[src/rtl/ship_gun_pkg.sv]
// Shared widths, reset values and helpers for the player ship / gun datapath.
package ship_gun_pkg;

  localparam int X_W         = 5;
  localparam int Y_W         = 4;
  localparam int SCORE_W     = 8;
  localparam int DEB_SAMPLES = 3;

  localparam logic [X_W-1:0] SHIP_X_INIT = 5'd15;
  localparam logic [X_W-1:0] X_MAX       = 5'd31;
  localparam logic [Y_W-1:0] Y_START     = 4'd14;

  // Tick history that marks a fresh press: one low sample followed by all highs.
  localparam logic [DEB_SAMPLES-1:0] PRESS_PAT = {1'b0, {(DEB_SAMPLES-1){1'b1}}};

  typedef struct packed {
    logic           flying;
    logic [X_W-1:0] x;
    logic [Y_W-1:0] y;
  } bullet_t;

  // One saturating step of the ship column; opposing requests cancel out.
  function automatic logic [X_W-1:0] ship_step(input logic [X_W-1:0] x,
                                               input logic           dec,
                                               input logic           inc);
    ship_step = x;
    if (dec && !inc && x != '0)
      ship_step = x - 1'b1;
    else if (inc && !dec && x != X_MAX)
      ship_step = x + 1'b1;
  endfunction

endpackage

[src/rtl/btn_edge_pulse.sv]
// Button conditioner: two-flop synchronizer, tick-rate history and a one-clock press pulse.
module btn_edge_pulse
  import ship_gun_pkg::*;
(
  input  logic clk,
  input  logic rst_n,
  input  logic enable,
  input  logic btn,
  output logic pulse
);

  localparam int H_W = DEB_SAMPLES - 1;

  logic           sync1_q, sync1_d;
  logic           sync2_q, sync2_d;
  logic [H_W-1:0] hist_q, hist_d;
  logic           pulse_q, pulse_d;

  always_comb begin
    sync1_d = btn;
    sync2_d = sync1_q;
    hist_d  = hist_q;
    pulse_d = 1'b0;
    if (enable) begin
      hist_d  = H_W'({hist_q, sync2_q});
      pulse_d = ({hist_q, sync2_q} == PRESS_PAT);
    end
  end

  always_ff @(posedge clk or negedge rst_n) begin
    if (!rst_n) begin
      sync1_q <= 1'b0;
      sync2_q <= 1'b0;
      hist_q  <= '0;
      pulse_q <= 1'b0;
    end else begin
      sync1_q <= sync1_d;
      sync2_q <= sync2_d;
      hist_q  <= hist_d;
      pulse_q <= pulse_d;
    end
  end

  assign pulse = pulse_q;

endmodule

[src/rtl/ship_gun_unit.sv]
// Player ship position and single-bullet gun, advanced on the game tick.
// Optional hit counter is built when SCORE_EN is defined.
module ship_gun_unit
  import ship_gun_pkg::*;
(
  input  logic               clk_36MHz,
  input  logic               reset,
  input  logic               enable,
  input  logic               left,
  input  logic               right,
  input  logic               start,
  input  logic               shoot,
  input  logic               hit,
`ifdef SCORE_EN
  input  logic               clear_score,
  output logic [SCORE_W-1:0] score,
`endif
  output logic [X_W-1:0]     ship_x,
  output logic               start_debounced,
  output logic [X_W-1:0]     bullet_x,
  output logic [Y_W-1:0]     bullet_y,
  output logic               bullet_flying
);

  logic left_pulse, right_pulse, start_pulse;

  btn_edge_pulse u_left (
    .clk    (clk_36MHz),
    .rst_n  (reset),
    .enable (enable),
    .btn    (left),
    .pulse  (left_pulse)
  );

  btn_edge_pulse u_right (
    .clk    (clk_36MHz),
    .rst_n  (reset),
    .enable (enable),
    .btn    (right),
    .pulse  (right_pulse)
  );

  btn_edge_pulse u_start (
    .clk    (clk_36MHz),
    .rst_n  (reset),
    .enable (enable),
    .btn    (start),
    .pulse  (start_pulse)
  );

  logic [X_W-1:0] ship_x_q, ship_x_d;
  bullet_t        bullet_q, bullet_d;

  always_comb begin
    ship_x_d = ship_step(ship_x_q, left_pulse, right_pulse);
  end

  // A hit kills the bullet even between ticks and also blocks a same-cycle launch.
  always_comb begin
    bullet_d = bullet_q;
    if (hit) begin
      bullet_d.flying = 1'b0;
    end else if (enable) begin
      if (bullet_q.flying) begin
        if (bullet_q.y == '0)
          bullet_d.flying = 1'b0;
        else
          bullet_d.y = bullet_q.y - 1'b1;
      end else if (shoot) begin
        bullet_d.flying = 1'b1;
        bullet_d.x      = ship_x_q;
        bullet_d.y      = Y_START;
      end
    end
  end

  always_ff @(posedge clk_36MHz or negedge reset) begin
    if (!reset) begin
      ship_x_q <= SHIP_X_INIT;
      bullet_q <= '0;
    end else begin
      ship_x_q <= ship_x_d;
      bullet_q <= bullet_d;
    end
  end

`ifdef SCORE_EN
  logic [SCORE_W-1:0] score_q, score_d;

  always_comb begin
    score_d = score_q;
    if (clear_score)
      score_d = '0;
    else if (hit)
      score_d = score_q + 1'b1;
  end

  always_ff @(posedge clk_36MHz or negedge reset) begin
    if (!reset)
      score_q <= '0;
    else
      score_q <= score_d;
  end

  assign score = score_q;
`endif

  assign ship_x          = ship_x_q;
  assign bullet_x        = bullet_q.x;
  assign bullet_y        = bullet_q.y;
  assign bullet_flying   = bullet_q.flying;
  assign start_debounced = start_pulse;

endmodule

[config.mk]
export PLATFORM = sky130hd
export DESIGN_NAME = ship_gun_unit
export DESIGN_NICKNAME = d
export VERILOG_FILES = /design/src/rtl/ship_gun_pkg.sv /design/src/rtl/btn_edge_pulse.sv /design/src/rtl/ship_gun_unit.sv
export SDC_FILE = /design/constraint.sdc
export NUM_CORES = 1
export LEC_CHECK = 0
export ABC_AREA = 1
export BUFFER_PORTS_ARGS = -buffer_cell sky130_fd_sc_hd__buf_2
export CORE_MARGIN = 5
export CORE_UTILIZATION = 40
export DETAILED_ROUTE_END_ITERATION = 16
export GPL_TIMING_DRIVEN = 0
export HOLD_SLACK_MARGIN = 0.12
export PLACE_DENSITY = 0.72
export SYNTH_ARGS = -nofsm -noshare
export SYNTH_HDL_FRONTEND = slang
export SYNTH_SLANG_ARGS = --single-unit
[constraint.sdc]
create_clock -name clk_36MHz -period 2.6 [get_ports clk_36MHz]
set_clock_uncertainty 0.05 [all_clocks]
set_input_delay 0.13 -clock clk_36MHz [delete_from_list [all_inputs] [get_ports clk_36MHz]]
set_output_delay 0.13 -clock clk_36MHz [all_outputs]
set_load 0.005 [all_outputs]
==> impl_metrics.json <==
{
  "ant_nets": 0,
  "syn_area_mm2": 0.00142,
  "drt_iter0_drc": 69,
  "synthCells": 161,
  "p_per_area_mw_per_mm2": 820,
  "setup_viol": 0,
  "drt-pass1-iter-count": 4,
  "clk_latency_ns": 0.33,
  "postSynthAreaPerCell_um2": 8.79,
  "max_slew.worst_pin.slew_ns": 0.637,
  "row_count": 21,
  "synth_top_area_frac": 0.460,
  "critPathArrivalTime_ns": 2.09,
  "utilization": 0.508,
  "vias_per_cell": 4.45,
  "status": "completed",
  "tns_ns": 0,
  "start_kind": "flop",
  "grt_max_degree": 31,
  "fin_nets": 211,
  "grt_pass1_wl_um": 4510,
  "syn_nets": 174,
  "grt_pass1_vias": 1041,
  "slew_headroom": 0.576,
  "fillers": 329,
  "synth.largest_area_cell": "dfrtp_1",
  "hold_path_end": "bullet_x[2]$_DFFE_PN0P_",
  "worstPathMaxFanout": 6,
  "die_w_um": 69.5,
  "drc": 0,
  "drive_gt1_frac": 0.281,
  "yosysWarnings": 0,
  "start_util": 0.417,
  "drv_slew": 0,
  "grt_use_total": 0.116,
  "ys_seq_area_frac": 0.534,
  "cts_resized": 0,
  "ff2ff_path_depth": 11,
  "p_leak_nw": 0.923,
  "cts-buffers-inserted": 5,
  "clk_pin_slew_worst_paths_ns": 0.10,
  "rsz0062_at_grt": "no",
  "worstHoldStart": "enable",
  "cts-root-buf": "clkbuf_4",
  "die_area_mm2": 0.00483,
  "vdd_drop_max_mv": 0.354,
  "netlist_top_cells_area": "dfrtp_1 (46%), nand2_1 (12%), dfstp_2 (7.4%)",
  "antenna_cells": 0,
  "dp_hpwl_um": 1790,
  "hold_class": "input pin to flop",
  "synth-seq-cells": 30,
  "core_mm2": 0.00339,
  "clock-sinks": 30,
  "r2r_start": "ship_x[2]$_DFFE_PN1P_",
  "fin_crit_sh": 0.740,
  "cts_buffer_depth": 2,
  "async_flop_share": 1.00,
  "wl_um": 2460,
  "area_growth_pct": 21.7,
  "portBuffers": 23,
  "synth_common_cells": "nand2_1 (44), dfrtp_1 (26), inv_1 (21)",
  "end_kind": "flop",
  "antenna_found_initial": 0,
  "max_cap_viol_count": 0,
  "worstPathRequired_ns": 2.77,
  "ys_types": 23,
  "wl_per_cell_um": 10.0,
  "h-tree-depth": 2,
  "synth.most_common_cell": "nand2_1",
  "grt-ovfl-total": 0,
  "synth_top_flop_cell": "dfrtp_1",
  "place_congestion": 0.771,
  "synth_edf_count": 0,
  "fin_crit_ns": 1.92,
  "cts_tree": "built",
  "final_hold_viol_count": 0,
  "die_h_um": 69.5,
  "fmax_mhz": 520,
  "vias": 1091,
  "ios": 24,
  "rr_endpoint": "ship_x[4]$_DFFE_PN0P_",
  "critical_path_class": "flop to flop",
  "reg2reg_slack_ns": 0.68,
  "hold_depth": 5
}
## worst max-delay path by stage
| stage | start | end | slack [ns] | cells past startpoint |
|---|---|---|---|---|
| global route | ship_x[2]$_DFFE_PN1P_ | ship_x[4]$_DFFE_PN0P_ | 0.44 | 11 |
| floorplan | ship_x[2]$_DFFE_PN1P_ | ship_x[4]$_DFFE_PN0P_ | 0.83 | 10 |
| finish | ship_x[2]$_DFFE_PN1P_ | ship_x[4]$_DFFE_PN0P_ | 0.68 | 11 |
| global placement | ship_x[2]$_DFFE_PN1P_ | ship_x[4]$_DFFE_PN0P_ | 0.69 | 11 |
| CTS | ship_x[2]$_DFFE_PN1P_ | ship_x[4]$_DFFE_PN0P_ | 0.65 | 11 |
| detailed placement | ship_x[2]$_DFFE_PN1P_ | ship_x[4]$_DFFE_PN0P_ | 0.68 | 11 |
## cell usage in the layout, fill, tap and decap left out, types with 5 or more instances in the layout
master         instances
nand2_1               44
dfrtp_1               26
buf_2                 24
inv_1                 21
nand3_1               15
nor2_1                11
nand2_2                8
dlygate4sd3_1          7
o21ai_2                5
o21ai_0                5
clkbuf_4               5
## state kept, by name (all words and copies together), names as in the netlist
signal           flops
u_start.sync1_q      1
u_right.sync1_q      1
bullet_x             5
u_right.sync2_q      1
u_right.hist_q       2
bullet_flying        1
u_left.pulse         1
u_right.pulse        1
ship_x               5
u_start.pulse        1
u_left.hist_q        2
u_start.hist_q       2
u_left.sync2_q       1
u_left.sync1_q       1
u_start.sync2_q      1
bullet_y             4
## per-layer routing
| layer | wire, µm | GRT usage | vias up |
|---|---|---|---|
| met4 | 61 | 0.0586 | 0 |
| met3 | 127 | 0.0377 | 8 |
| li1 | - | - | 575 |
| met2 | 1120 | 0.184 | 20 |
| met1 | 1150 | 0.139 | 488 |
| met5 | 0 | 0 | - |
## area by class of cell
type / count / area, µm² / area share
Sequential cell: 30 / 756 / 0.439
Inverter: 25 / 95.1 / 0.0552
Clock inverter: 2 / 12.5 / 0.00727
Timing Repair Buffer: 30 / 185 / 0.108
Clock buffer: 6 / 51.3 / 0.0298
Buffer: 2 / 16.3 / 0.00945
Multi-Input combinational cell: 104 / 548 / 0.318
Tap cell: 46 / 57.6 / 0.0334
## worst max-delay path, cell delays in order, from the launching register on
cell     delay (ns)
dfstp_2        0.60
nor2_1         0.05
nand3_1        0.11
nand2_2        0.13
inv_1          0.12
ha_1           0.28
nand2_1        0.08
nand2_1        0.06
nor2_1         0.11
nand3_1        0.09
nand3_1        0.09
nand2_1        0.05
## power breakdown
group          total [W]  leakage [nW]  internal (W)  switching [W]
clock           0.000293        0.0343      0.000130       0.000163
sequential      0.000678         0.366      0.000585      0.0000925
combinational   0.000440         0.523      0.000203       0.000238
## per-stage QoR
stage	cells	setup WS [ns]	total power [W]	cell area, µm²	hold WS, ns
after floorplan	161	0.833	0.000966	1420	-0.216
after global placement	230	0.690	0.00111	1590	0.156
after detailed placement	230	0.678	0.00113	1590	0.155
after CTS	245	0.652	0.00144	1720	0.150
after global routing	245	0.437	0.00153	1720	0.174
final	245	0.677	0.00141	1720	0.163
## timing repair
action / 4_1_cts / 5_1_grt
setup buffers: 0 / 0
endpoints found under the hold margin: 32 / 0
hold buffers: 7 / 0
## cell families after synthesis
logic type | Yosys count | share of synthesized area
adder cells (fa/ha/maj) | 5 | 0.0495
AO/OA/AOI/OAI | 15 | 0.0690
XOR/XNOR | 2 | 0.0124
flip-flops | 30 | 0.534
buffers and inverters | 27 | 0.0787
AND/OR/NAND/NOR | 82 | 0.256
(Power assumes the default switching activity.)
